$ cat config.mk
export PLATFORM = sky130hd
export DESIGN_NAME = data_mem_stage
export DESIGN_NICKNAME = d
export VERILOG_FILES = /design/src/rtl/proc_pkg.sv /design/src/rtl/dm_ram.sv /design/src/rtl/data_mem_stage.sv
export SDC_FILE = /design/constraint.sdc
export NUM_CORES = 1
export LEC_CHECK = 0
export BUFFER_PORTS_ARGS = -buffer_cell sky130_fd_sc_hd__buf_4
export CORE_MARGIN = 1
export CORE_UTILIZATION = 35
export DETAILED_ROUTE_END_ITERATION = 10
export GPL_ROUTABILITY_DRIVEN = 0
export GPL_TIMING_DRIVEN = 0
export PLACE_DENSITY = 0.52
export SLEW_MARGIN = 30
export SYNTH_ARGS = -nofsm -noshare
export SYNTH_HDL_FRONTEND = slang
export SYNTH_SLANG_ARGS = --single-unit
$ cat constraint.sdc
create_clock -name clk -period 5.3 [get_ports clk]
set_input_delay 0 -clock clk [delete_from_list [all_inputs] [get_ports clk]]
set_output_delay 0 -clock clk [all_outputs]
set_load 0.02 [all_outputs]
$ cat src/rtl/proc_pkg.sv
// Shared definitions for the 8-bit pipelined processor.
// Holds the datapath and register-index widths, the memory-stage
// state encoding, and the default memory-mapped I/O address.
// The decode stage uses the same I/O address constant.
package proc_pkg;

  localparam int DATA_W    = 8;
  localparam int REG_IDX_W = 3;

  // Default address of the memory-mapped I/O port.
  localparam logic [DATA_W-1:0] IO_ADDR_DEFAULT = 8'hFF;

  typedef enum logic {
    CLEAR = 1'b0,
    RUN   = 1'b1
  } dm_state_e;

endpackage

$ cat src/rtl/dm_ram.sv
// Data RAM for the memory-access stage.
// DEPTH words of DATA_W bits, one synchronous write port and one
// asynchronous read port.
//   clk   : write clock
//   we    : write enable
//   waddr : write address
//   wdata : write data
//   raddr : read address
//   rdata : combinational read data
module dm_ram
  import proc_pkg::*;
#(
  parameter int DEPTH  = 32,
  parameter int ADDR_W = 5
) (
  input  logic              clk,
  input  logic              we,
  input  logic [ADDR_W-1:0] waddr,
  input  logic [DATA_W-1:0] wdata,
  input  logic [ADDR_W-1:0] raddr,
  output logic [DATA_W-1:0] rdata
);

  logic [DATA_W-1:0] mem_q [DEPTH];

  // NOTE: the array has no reset; a reset term would turn it into a
  // flop bank. It is zeroed instead by the clear sweep in the parent.
  always_ff @(posedge clk) begin
    if (we) begin
      mem_q[waddr] <= wdata;
    end
  end

  assign rdata = mem_q[raddr];

endmodule

$ cat src/rtl/data_mem_stage.sv
// Memory-access (DM) stage of the 8-bit pipelined processor.
// Performs loads and stores against a local data RAM and one
// memory-mapped I/O location. It registers the ALU result or the load
// data for Write_Back. After reset, a sweep writes zero to every RAM
// word. dm_ready is held low until the sweep is finished.
//   clk, reset                : clock, synchronous active-high reset
//   valid_ex .. dest_reg_ex   : instruction from Execute
//   io_in                     : external input, read at IO_ADDR
//   dm_ready                  : stage can accept (RUN state)
//   mux_ans_dm .. valid_dm    : registered results to Write_Back
//   io_out                    : memory-mapped output register
module data_mem_stage
  import proc_pkg::*;
#(
  parameter int                DEPTH   = 32,
  parameter int                ADDR_W  = 5,
  parameter logic [DATA_W-1:0] IO_ADDR = IO_ADDR_DEFAULT
) (
  input  logic                 clk,
  input  logic                 reset,
  input  logic                 valid_ex,
  input  logic [DATA_W-1:0]    alu_ans_ex,
  input  logic [DATA_W-1:0]    store_data_ex,
  input  logic                 mem_rd_ex,
  input  logic                 mem_wr_ex,
  input  logic                 reg_wr_ex,
  input  logic [REG_IDX_W-1:0] dest_reg_ex,
  input  logic [DATA_W-1:0]    io_in,
  output logic                 dm_ready,
  output logic [DATA_W-1:0]    mux_ans_dm,
  output logic                 reg_wr_dm,
  output logic [REG_IDX_W-1:0] dest_reg_dm,
  output logic                 valid_dm,
  output logic [DATA_W-1:0]    io_out
);

  localparam logic [ADDR_W-1:0] LAST_PTR = ADDR_W'(DEPTH - 1);

  dm_state_e            state_q, state_d;
  logic [ADDR_W-1:0]    clr_ptr_q, clr_ptr_d;
  logic [DATA_W-1:0]    mux_ans_q, mux_ans_d;
  logic                 reg_wr_q, reg_wr_d;
  logic [REG_IDX_W-1:0] dest_reg_q, dest_reg_d;
  logic                 valid_q, valid_d;
  logic [DATA_W-1:0]    io_out_q, io_out_d;

  logic                 ram_we;
  logic [ADDR_W-1:0]    ram_waddr;
  logic [DATA_W-1:0]    ram_wdata;
  logic [DATA_W-1:0]    ram_rdata;

  logic                 is_io;
  logic                 in_ram;

  // The range check uses the full 8-bit address. The value is truncated
  // to a RAM index only after the check passes.
  assign is_io  = (alu_ans_ex == IO_ADDR);
  assign in_ram = ({1'b0, alu_ans_ex} < 9'(DEPTH));

  // NOTE: every signal gets a default at the top of the block, so no
  // path can leave one unassigned and infer a latch.
  always_comb begin
    state_d    = state_q;
    clr_ptr_d  = clr_ptr_q;
    mux_ans_d  = mux_ans_q;
    reg_wr_d   = 1'b0;
    dest_reg_d = dest_reg_q;
    valid_d    = 1'b0;
    io_out_d   = io_out_q;
    ram_we     = 1'b0;
    ram_waddr  = clr_ptr_q;
    ram_wdata  = '0;

    unique case (state_q)
      CLEAR: begin
        // The sweep shares the single RAM write port and ignores Execute.
        ram_we = 1'b1;
        if (clr_ptr_q == LAST_PTR) begin
          state_d = RUN;
        end else begin
          clr_ptr_d = clr_ptr_q + 1'b1;
        end
      end
      RUN: begin
        if (valid_ex) begin
          valid_d    = 1'b1;
          reg_wr_d   = reg_wr_ex;
          dest_reg_d = dest_reg_ex;
          if (mem_wr_ex) begin
            // A store has priority over a load when both flags are set.
            mux_ans_d = alu_ans_ex;
            if (is_io) begin
              io_out_d = store_data_ex;
            end else if (in_ram) begin
              ram_we    = 1'b1;
              ram_waddr = alu_ans_ex[ADDR_W-1:0];
              ram_wdata = store_data_ex;
            end
          end else if (mem_rd_ex) begin
            if (is_io) begin
              mux_ans_d = io_in;
            end else if (in_ram) begin
              mux_ans_d = ram_rdata;
            end else begin
              mux_ans_d = '0;
            end
          end else begin
            mux_ans_d = alu_ans_ex;
          end
        end
      end
      default: begin
        state_d = CLEAR;
      end
    endcase
  end

  // NOTE: state registers use non-blocking assignments, so every flop
  // samples the values from before the edge.
  always_ff @(posedge clk) begin
    if (reset) begin
      state_q    <= CLEAR;
      clr_ptr_q  <= '0;
      mux_ans_q  <= '0;
      reg_wr_q   <= 1'b0;
      dest_reg_q <= '0;
      valid_q    <= 1'b0;
      io_out_q   <= '0;
    end else begin
      state_q    <= state_d;
      clr_ptr_q  <= clr_ptr_d;
      mux_ans_q  <= mux_ans_d;
      reg_wr_q   <= reg_wr_d;
      dest_reg_q <= dest_reg_d;
      valid_q    <= valid_d;
      io_out_q   <= io_out_d;
    end
  end

  // A store that arrives together with reset must not reach the RAM.
  dm_ram #(
    .DEPTH  (DEPTH),
    .ADDR_W (ADDR_W)
  ) u_ram (
    .clk   (clk),
    .we    (ram_we && !reset),
    .waddr (ram_waddr),
    .wdata (ram_wdata),
    .raddr (alu_ans_ex[ADDR_W-1:0]),
    .rdata (ram_rdata)
  );

  assign dm_ready    = (state_q == RUN);
  assign mux_ans_dm  = mux_ans_q;
  assign reg_wr_dm   = reg_wr_q;
  assign dest_reg_dm = dest_reg_q;
  assign valid_dm    = valid_q;
  assign io_out      = io_out_q;

endmodule

==> flow_metrics.env, run 1 <==
export IMPL_outcome="completed"
export IMPL_rsz0062_at_grt="no"
export IMPL_rows=66
export IMPL_grt_usage_pct=17.85
export IMPL_slowest_delay_ns=0.80
export IMPL_cts_sinks=283
export IMPL_path_class="reg -> reg"
export IMPL_min_period_ns=2.769
export IMPL_r2r_slack_ns=2.53
export IMPL_reg2reg_from="dm_ready"
export IMPL_setup_viol=0
export IMPL_fin_worst_skew_ns=0.01517
export IMPL_fin_area_um2=13800
export IMPL_maxCapViolations=0
export IMPL_die_area_um2=33730
export IMPL_ys_ff_latch=283
export IMPL_vias_per_cell=5.319
export IMPL_num_antenna_cells=0
export IMPL_avgRoutedWirePerCell_um=23.32
export IMPL_regToRegEndpoint="u_ram.mem_q[20][1]"
export IMPL_antenna_found_initial=0
export IMPL_cts_root_buf="clkbuf_16"
export IMPL_die_y_um=183.6
export IMPL_crit_path_start_kind="register"
export IMPL_grt_pass1_wl_um=44260
export IMPL_path_clk_slew_ns=0.07
export IMPL_ys_seq_area_share_pct=71.25
export IMPL_tns_ns=0
export IMPL_tightest_slew_ns=0.9915
export IMPL_slew_headroom_pct=33.76
export IMPL_vias=6734
export IMPL_hold_depth=5
export IMPL_grt_max_degree=33
export IMPL_ir_drop_uv=186.6
export IMPL_powerDensity_nw_per_um2=347.7
export IMPL_hp_class="in -> reg"
export IMPL_syn_to_final_growth_pct=19.52
export IMPL_post_cts_setup_buffers=0
export IMPL_synth_ff_type="edfxtp_1"
export IMPL_io_buffer_count=50
export IMPL_leakage_nw=4.026
export IMPL_die_w_um=183.6
export IMPL_synth_nets=727
export IMPL_hold_viol=0
export IMPL_synth_compound_area_share_pct=6.425
export IMPL_ant_nets=0
export IMPL_synth_edf_count=256
export IMPL_fin_nets=837
export IMPL_synthMuxAreaShare_pct=13.17
export IMPL_clk_latency_ns=0.54
export IMPL_async_flop_share_pct=0
export IMPL_fillers=2916
export IMPL_syn_area_um2=11550
export IMPL_hp_start="mem_rd_ex"
export IMPL_dr_pass1_iters=7
export IMPL_required_ns=5.46
export IMPL_path_buf_inv=0
export IMPL_core_area_um2=32540
export IMPL_synth_xor_area_share_pct=0.2275
export IMPL_finalCritPeriodShare_pct=52.24
export IMPL_cts_tree="yes"
export IMPL_drive_gt1_share_pct=23.18
export IMPL_slowest_stage="nor2_1"
export IMPL_layout_setup_ws_ns=2.531
export IMPL_cp_arrival_ns=2.93
export IMPL_cp_max_fo=8
export IMPL_cts_buffers=29
export IMPL_avgSynthCellArea_um2=16.69
export IMPL_power_mw=4.799
export IMPL_synth_adder_area_share_pct=0.2167
export IMPL_dpl_hpwl_um=19640
export IMPL_cts_buffer_depth=3
export IMPL_pin_count=55
export IMPL_slew_viol_final=0
export IMPL_synth_simple_area_share_pct=6.414
export IMPL_placed_area_um2=12490
export IMPL_holdPathEnd="mux_ans_dm[6]"
export IMPL_synth_top_family_by_area="multiplexers"
export IMPL_htreeDepth=1
export IMPL_grt_pass1_vias=7120
export IMPL_syn_inst=692
export IMPL_yosys_warnings=0
export IMPL_dr_first_iter_drc_count=581
export IMPL_cp_cell_sequence="nand3_1 > nand2b_1 > nor3b_1 > o21bai_1 > nor2_1"
export IMPL_start_util_pct=35.49
export IMPL_end_kind="register"
export IMPL_worstRegToRegCells=5
export IMPL_grt_ovfl_total=0
export IMPL_route_detailed_drc=0
export IMPL_synth_cell_types=54
export IMPL_cpLargestDelayFamily="simple AND/OR/NAND/NOR gates"
export IMPL_fmax_mhz=361.2
export IMPL_routed_wirelength_um=29520
export IMPL_place_ws_ns=2.508
synthesized netlist by cell type, types with 11 or more instances:
| master | number | area share, % |
|---|---|---|
| nor2b_1 | 11 | 0.60 |
| mux2_2 | 29 | 2.8 |
| nor2_1 | 59 | 1.9 |
| o21ai_0 | 14 | 0.61 |
| o22ai_1 | 12 | 0.65 |
| edfxtp_1 | 256 | 67 |
| a22o_1 | 14 | 1.1 |
| mux4_2 | 32 | 6.2 |
| a21oi_1 | 23 | 1.0 |
| dfxtp_1 | 27 | 4.7 |
| nor3_1 | 12 | 0.52 |
| mux2i_1 | 44 | 3.8 |
| clkbuf_1 | 20 | 0.65 |
| nand2_1 | 17 | 0.55 |
| nor4_1 | 12 | 0.65 |
power by group:
part           switching [mW]  total, mW  internal (mW)
Sequential            0.00618       2.42           2.41
Combinational           0.119      0.202         0.0829
Clock                   0.836       2.18           1.34
how the worst max path moves through the flow:
stage / from / end / depth (start not counted)
floorplan: dm_ready / u_ram.mem_q[21][0] / 6
global placement: dm_ready / u_ram.mem_q[22][2] / 4
detailed placement: dm_ready / u_ram.mem_q[28][3] / 5
CTS: dm_ready / u_ram.mem_q[4][2] / 5
global route: dm_ready / u_ram.mem_q[28][7] / 5
finish: dm_ready / u_ram.mem_q[20][1] / 5
routing by layer:
metal | GRT usage [%] | wire [um] | vias up
met5 | 0 | 0 | -
met3 | 2.298 | 1488 | 47
li1 | - | - | 2974
met2 | 29.33 | 13960 | 216
met1 | 25.04 | 13470 | 3497
met4 | 4.533 | 597 | 0
cells by family after synthesis:
| group | after synthesis |
|---|---|
| AO/OA/AOI/OAI | 108 |
| XOR/XNOR | 3 |
| flip-flops | 283 |
| multiplexers | 108 |
| AND/OR/NAND/NOR | 145 |
| adder cells (fa/ha/maj) | 2 |
| buffers and inverters | 43 |
flip-flops by register name (all words and copies together), names as in the netlist:
| register | count |
|---|---|
| clr_ptr_q | 5 |
| dest_reg_dm | 3 |
| dm_ready | 1 |
| io_out | 8 |
| mux_ans_dm | 8 |
| reg_wr_dm | 1 |
| u_ram.mem_q | 256 |
| valid_dm | 1 |
cell usage in the layout (no fill, tap or decap), types with 3 or more instances in the layout:
cell type | netlist | layout
o22ai_1 | 12 | 12
nor4_1 | 12 | 12
o21ai_1 | 9 | 9
mux2i_1 | 44 | 44
a31oi_1 | 4 | 4
bufinv_16 | 0 | 6
clkbuf_1 | 20 | 27
mux2_1 | 3 | 3
clkbuf_16 | 0 | 29
a41oi_1 | 3 | 3
nor2b_1 | 11 | 11
dlygate4sd3_1 | 0 | 29
a211oi_1 | 6 | 6
o21ai_0 | 14 | 14
a221o_1 | 8 | 8
nand2_1 | 17 | 17
mux4_2 | 32 | 32
nor3_1 | 12 | 12
nor4b_1 | 3 | 3
a2bb2oi_1 | 4 | 4
dfxtp_1 | 27 | 27
a22o_1 | 14 | 14
a21oi_1 | 23 | 22
buf_2 | 7 | 7
and2_2 | 0 | 8
buf_6 | 8 | 8
clkbuf_8 | 0 | 3
mux2_2 | 29 | 29
nand3_1 | 4 | 4
clkinv_2 | 0 | 5
nor3b_1 | 3 | 3
edfxtp_1 | 256 | 256
buf_4 | 2 | 52
nor2_1 | 59 | 59
nand2b_1 | 4 | 4
area by class of cell:
class | count | area (um^2) | area share, %
Sequential cell | 283 | 8228 | 59.61
Inverter | 2 | 7.507 | 0.05439
Buffer | 41 | 257.7 | 1.867
Timing Repair Buffer | 79 | 665.6 | 4.822
Clock inverter | 14 | 229.0 | 1.659
Tap cell | 442 | 553.0 | 4.007
Clock buffer | 39 | 793.3 | 5.747
Multi-Input combinational cell | 366 | 3069 | 22.24
per-stage QoR:
step	util, %	hold WS, ns	instances
6_report	42.42	0.02733	1266
5_1_grt	42.42	0.04482	1266
4_1_cts	42.38	0.0005326	1265
3_5_place_dp	38.38	0.2126	1184
3_3_place_gp	38.35	0.2099	1184
2_1_floorplan	-	0.1217	692
worst min-delay path, cell delays in order:
cell	delay, ns
buf_4	0.13
nand2b_1	0.14
a21oi_1	0.06
a2bb2oi_1	0.12
o21ai_1	0.07
timing repair:
action	CTS	global route
gates resized for setup	0	0
endpoints found under the hold margin	20	2
hold buffers	28	1
No activity file was read; power rests on OpenSTA's default activity.
==> run 2, diff against run 1 <==
- PLACE_DENSITY: 0.52 -> 0.54
- clock period: 5.3 -> 2.5 ns (I/O delays scaled with it)
==> flow_metrics.env, run 2 (synthesis results as in run 1) <==
export IMPL_min_period_ns=2.426
export IMPL_cts_buffer_depth=3
export IMPL_powerDensity_nw_per_um2=692.7
export IMPL_fin_util_pct=43.94
export IMPL_mostFrequentLayoutCells="256 x edfxtp_1, 56 x buf_4, 44 x mux2i_1"
export IMPL_outcome="completed"
export IMPL_die_y_um=183.6
export IMPL_cts_sinks=283
export IMPL_whs_ns=0.04431
export IMPL_hp_class="in -> reg"
export IMPL_slew_viol_final=0
export IMPL_end_kind="register"
export IMPL_layout_setup_ws_ns=0.07415
export IMPL_finalCritPeriodShare_pct=97.03
export IMPL_io_buffer_count=50
export IMPL_core_area_um2=32540
export IMPL_drive_gt1_share_pct=29.18
export IMPL_grt_usage_pct=17.44
export IMPL_hold_depth=5
export IMPL_worstRegToRegCells=5
export IMPL_fin_worst_skew_ns=0.01285
export IMPL_htreeDepth=1
export IMPL_vias=6629
export IMPL_fin_nets=854
export IMPL_rows=66
export IMPL_crit_path_start_kind="register"
export IMPL_dr_first_iter_drc_count=447
export IMPL_holdPathEnd="io_out[4]"
export IMPL_route_detailed_drc=0
export IMPL_maxCapViolations=0
export IMPL_pin_count=55
export IMPL_cts_tree="yes"
export IMPL_slew_headroom_pct=50.94
export IMPL_hp_start="mem_wr_ex"
export IMPL_avgRoutedWirePerCell_um=22.73
export IMPL_required_ns=2.72
export IMPL_layout_commonest_cell="edfxtp_1"
export IMPL_largest_reg_flops=256
export IMPL_routed_wirelength_um=29210
export IMPL_clk_latency_ns=0.55
export IMPL_regToRegEndpoint="u_ram.mem_q[13][4]"
export IMPL_die_w_um=183.6
export IMPL_path_clk_slew_ns=0.06
export IMPL_power_mw=9.904
export IMPL_r2r_slack_ns=0.07
export IMPL_rsz0062_at_grt="yes"
export IMPL_syn_to_final_growth_pct=23.79
export IMPL_ant_nets=0
export IMPL_grt_ovfl_total=0
export IMPL_cp_max_fo=10
export IMPL_leakage_nw=4.107
export IMPL_place_ws_ns=-0.3284
export IMPL_die_area_um2=33730
export IMPL_fmax_mhz=412.2
export IMPL_largest_register="u_ram.mem_q"
export IMPL_cp_arrival_ns=2.64
export IMPL_cts_buffers=30
export IMPL_reg2reg_from="dm_ready"
export IMPL_start_util_pct=35.49
export IMPL_setup_viol=0
export IMPL_hold_viol=0
export IMPL_tightest_slew_ns=0.7359
export IMPL_ir_drop_uv=414.4
export IMPL_grt_pass1_vias=6647
export IMPL_vias_per_cell=5.159
export IMPL_path_class="reg -> reg"
export IMPL_grt_max_degree=33
export IMPL_cts_root_buf="clkbuf_16"
export IMPL_grt_pass1_wl_um=42870
export IMPL_dr_pass1_iters=4
export IMPL_dpl_hpwl_um=18900
export IMPL_num_antenna_cells=0
export IMPL_antenna_found_initial=0
[run 2: metal layers]
layer	routed length (um)	global-route usage, %	vias up
met4	588	4.700	0
met3	1382	1.941	49
met1	13330	24.82	3380
li1	-	-	3013
met2	13900	28.36	187
met5	0	0	-
[run 2: power by group]
group          switching [mW]  total (mW)  internal [mW]
Sequential             0.0115        5.13           5.12
Clock                    1.79        4.31           2.52
Combinational           0.280       0.466          0.186
Total                    2.08        9.90           7.82
[run 2: worst max-delay path, cell delays in order (launching register included)]
cell and delay, ns:
dfxtp_1 0.46, nand3_2 0.22, nor2b_2 0.26, clkbuf_1 0.44
a31oi_2 0.35, nor2_4 0.36
[run 2: worst max path at each step]
stage	to	start	slack, ns	depth (start not counted)
4_1_cts	u_ram.mem_q[5][6]	dm_ready	-0.18	6
6_report	u_ram.mem_q[13][4]	dm_ready	0.07	5
5_1_grt	u_ram.mem_q[13][2]	dm_ready	-0.05	5
3_5_place_dp	u_ram.mem_q[4][4]	dm_ready	-0.33	5
3_3_place_gp	u_ram.mem_q[22][1]	dm_ready	-0.47	4
2_1_floorplan	u_ram.mem_q[21][0]	dm_ready	0.30	6
[run 2: through the flow]
stage / cell area (um^2) / cells / setup TNS (ns)
6_report: 14300 / 1285 / 0
5_1_grt: 14300 / 1285 / -2.566
4_1_cts: 13910 / 1272 / -14.96
3_5_place_dp: 12490 / 1184 / -53.77
3_3_place_gp: 12480 / 1184 / -137.79
2_1_floorplan: 11550 / 692 / 0
[run 2: repair_timing]
action | CTS | global route
resized for setup | 43 | 38
hold buffers | 32 | 0
setup buffers | 0 | 13
hold endpoints to repair | 22 | 0
gates cloned | 0 | 0
pin swaps | 0 | 10
setup endpoints to repair | 281 | 503
[run 2: layout make-up]
class,count,area (um^2)
Buffer,41,259.0
Clock buffer,44,875.8
Clock inverter,12,86.33
Fill cell,2947,18240
Inverter,2,7.507
Multi-Input combinational cell,366,3381
Sequential cell,283,8228
Tap cell,442,553.0
Timing Repair Buffer,95,905.9
==> run 3, diff against run 2 <==
- ABC_AREA: default -> 1
==> flow_metrics.env, run 3 <==
export IMPL_ant_nets=0
export IMPL_synth_cell_types=28
export IMPL_slew_viol_final=0
export IMPL_cts_buffers=31
export IMPL_synth_top_area_share_pct=62.45
export IMPL_routed_wirelength_um=36820
export IMPL_grt_max_degree=21
export IMPL_vias_per_cell=5.002
export IMPL_reg2reg_from="dm_ready"
export IMPL_crit_path_start_kind="register"
export IMPL_dr_pass1_iters=6
export IMPL_end_kind="register"
export IMPL_cts_buffer_depth=3
export IMPL_switching_share_pct=23.03
export IMPL_drive_gt1_share_pct=18.92
export IMPL_synth_area_leaders="edfxtp_1 62%, nand2_1 14%, nand3_1 6.9%"
export IMPL_dpl_hpwl_um=25090
export IMPL_place_ws_ns=-0.3952
export IMPL_layout_commonest_cell="nand2_1"
export IMPL_synth_edf_count=256
export IMPL_cp_max_fo=10
export IMPL_ir_drop_uv=527.3
export IMPL_cp_arrival_ns=2.64
export IMPL_hold_viol=0
export IMPL_avgSynthCellArea_um2=9.999
export IMPL_synth_nets=1266
export IMPL_die_w_um=189.5
export IMPL_maxCapViolations=0
export IMPL_pwr_share_seq_pct=49.7
export IMPL_largest_reg_flops=256
export IMPL_die_y_um=189.5
export IMPL_fin_worst_skew_ns=0.01055
export IMPL_fin_util_pct=45.43
export IMPL_setup_viol=0
export IMPL_whs_ns=0.005438
export IMPL_hp_start="io_in[2]"
export IMPL_pin_count=55
export IMPL_fin_nets=1416
export IMPL_min_period_ns=2.372
export IMPL_yosys_area_top_type="edfxtp_1"
export IMPL_ys_seq_area_share_pct=66.84
export IMPL_outcome="completed"
export IMPL_grt_usage_pct=20.47
export IMPL_ys_ff_latch=283
export IMPL_finalCritPeriodShare_pct=94.88
export IMPL_route_detailed_drc=0
export IMPL_required_ns=2.77
export IMPL_async_flop_share_pct=0
export IMPL_yosys_warnings=0
export IMPL_grt_pass1_wl_um=54680
export IMPL_intPower_mw=7.935
export IMPL_mostFrequentLayoutCells="445 x nand2_1, 256 x edfxtp_1, 170 x nand3_1, 119 x inv_1, 61 x buf_4"
export IMPL_cts_sinks=283
export IMPL_start_util_pct=35.63
export IMPL_rows=68
export IMPL_placed_cells=1744
export IMPL_vias=9308
export IMPL_path_clk_slew_ns=0.06
export IMPL_die_area_um2=35920
export IMPL_tns_ns=0
export IMPL_p_switching_mw=2.373
export IMPL_antenna_found_initial=0
export IMPL_grt_pass1_vias=8896
export IMPL_power_mw=10.31
export IMPL_slew_headroom_pct=52.41
export IMPL_io_buffer_count=50
export IMPL_path_class="reg -> reg"
export IMPL_powerDensity_nw_per_um2=656.8
export IMPL_placed_area_um2=13530
export IMPL_clk_latency_ns=0.56
export IMPL_syn_inst=1231
export IMPL_largest_register="u_ram.mem_q"
export IMPL_syn_area_um2=12310
export IMPL_avgRoutedWirePerCell_um=19.78
export IMPL_ys_top_cells_by_count="453 x nand2_1, 256 x edfxtp_1, 170 x nand3_1"
export IMPL_core_area_um2=34540
export IMPL_cts_tree="yes"
export IMPL_cts_root_buf="clkbuf_16"
export IMPL_final_cells=1861
export IMPL_htreeDepth=1
export IMPL_fin_area_um2=15690
export IMPL_hp_class="in -> reg"
export IMPL_fillers=3264
export IMPL_dr_first_iter_drc_count=974
export IMPL_pwr_share_comb_pct=7.2
export IMPL_leakage_nw=6.249
export IMPL_num_antenna_cells=0
export IMPL_synth_ff_type="edfxtp_1"
export IMPL_crit_path_start="dm_ready"
export IMPL_syn_to_final_growth_pct=27.50
export IMPL_grt_ovfl_total=0
export IMPL_layout_setup_ws_ns=0.1280
export IMPL_synth_most_common_cell="nand2_1"
export IMPL_fmax_mhz=421.6
export IMPL_r2r_slack_ns=0.13
export IMPL_tightest_slew_ns=0.7086
export IMPL_clkPwrFrac_pct=43.1
run 3: metal layers:
metal	track usage [%]	routed length [um]
met1	28.44	15890
met2	32.30	16810
met5	0	0
met3	3.062	2747
met4	7.816	1370
run 3: worst max-delay path: stages (launching register included):
cell and delay, ns:
dfxtp_1 0.34, nand2_1 0.20, nor2_4 0.08, nand2_4 0.15, buf_8 0.20, nand2_1 0.13, o21ai_2 0.15, inv_1 0.10
nor2_1 0.18, nand2_2 0.19, nor2_4 0.18, buf_12 0.15
run 3: path summary, 6_finish.rpt:
kind / to / depth (start not counted)
max: u_ram.mem_q[0][7] / 11
min: mux_ans_dm[2] / 7
max reg2reg: u_ram.mem_q[0][7] / 11
min reg2reg: mux_ans_dm[3] / 2
run 3: layout make-up:
type / instances / area (um^2) / area share, %
clock inverter: 19 / 150.1 / 0.9567
timing repair buffer: 117 / 1421 / 9.057
sequential: 283 / 8228 / 52.43
clock buffer: 39 / 845.8 / 5.389
buffer: 60 / 292.8 / 1.866
inverter: 127 / 476.7 / 3.038
tap: 455 / 569.3 / 3.628
multi-input combinational: 761 / 3710 / 23.64
run 3: cell families (layout without fill, tap and decap cells):
logic type | count (synthesis) | count (layout) | synth area share, %
DFF | 283 | 283 | 66.84
AOI/OAI and AO/OA | 44 | 44 | 2.348
adders and majority gates | 2 | 2 | 0.2033
buffers and inverters | 187 | 362 | 6.221
and+or+nand+nor | 714 | 714 | 24.31
xor gates and xnor gates | 1 | 1 | 0.07117
run 3: what timing repair did:
action,4_1_cts,5_1_grt
cloned,0,0
gates resized for setup,68,21
endpoints found under the hold margin,127,0
pin swaps,26,4
setup endpoints to repair,256,256
buffers inserted,33,3
hold buffers,23,0
run 3: power by group through the flow:
stage          Combinational (mW)  Clock [mW]  Sequential [mW]
4_1_cts                     0.712        4.49             5.13
6_report                    0.737        4.44             5.13
2_1_floorplan               0.381           0             5.23
5_1_grt                     0.792        4.68             5.13
3_5_place_dp                0.634           0             5.23
3_3_place_gp                0.629           0             5.23
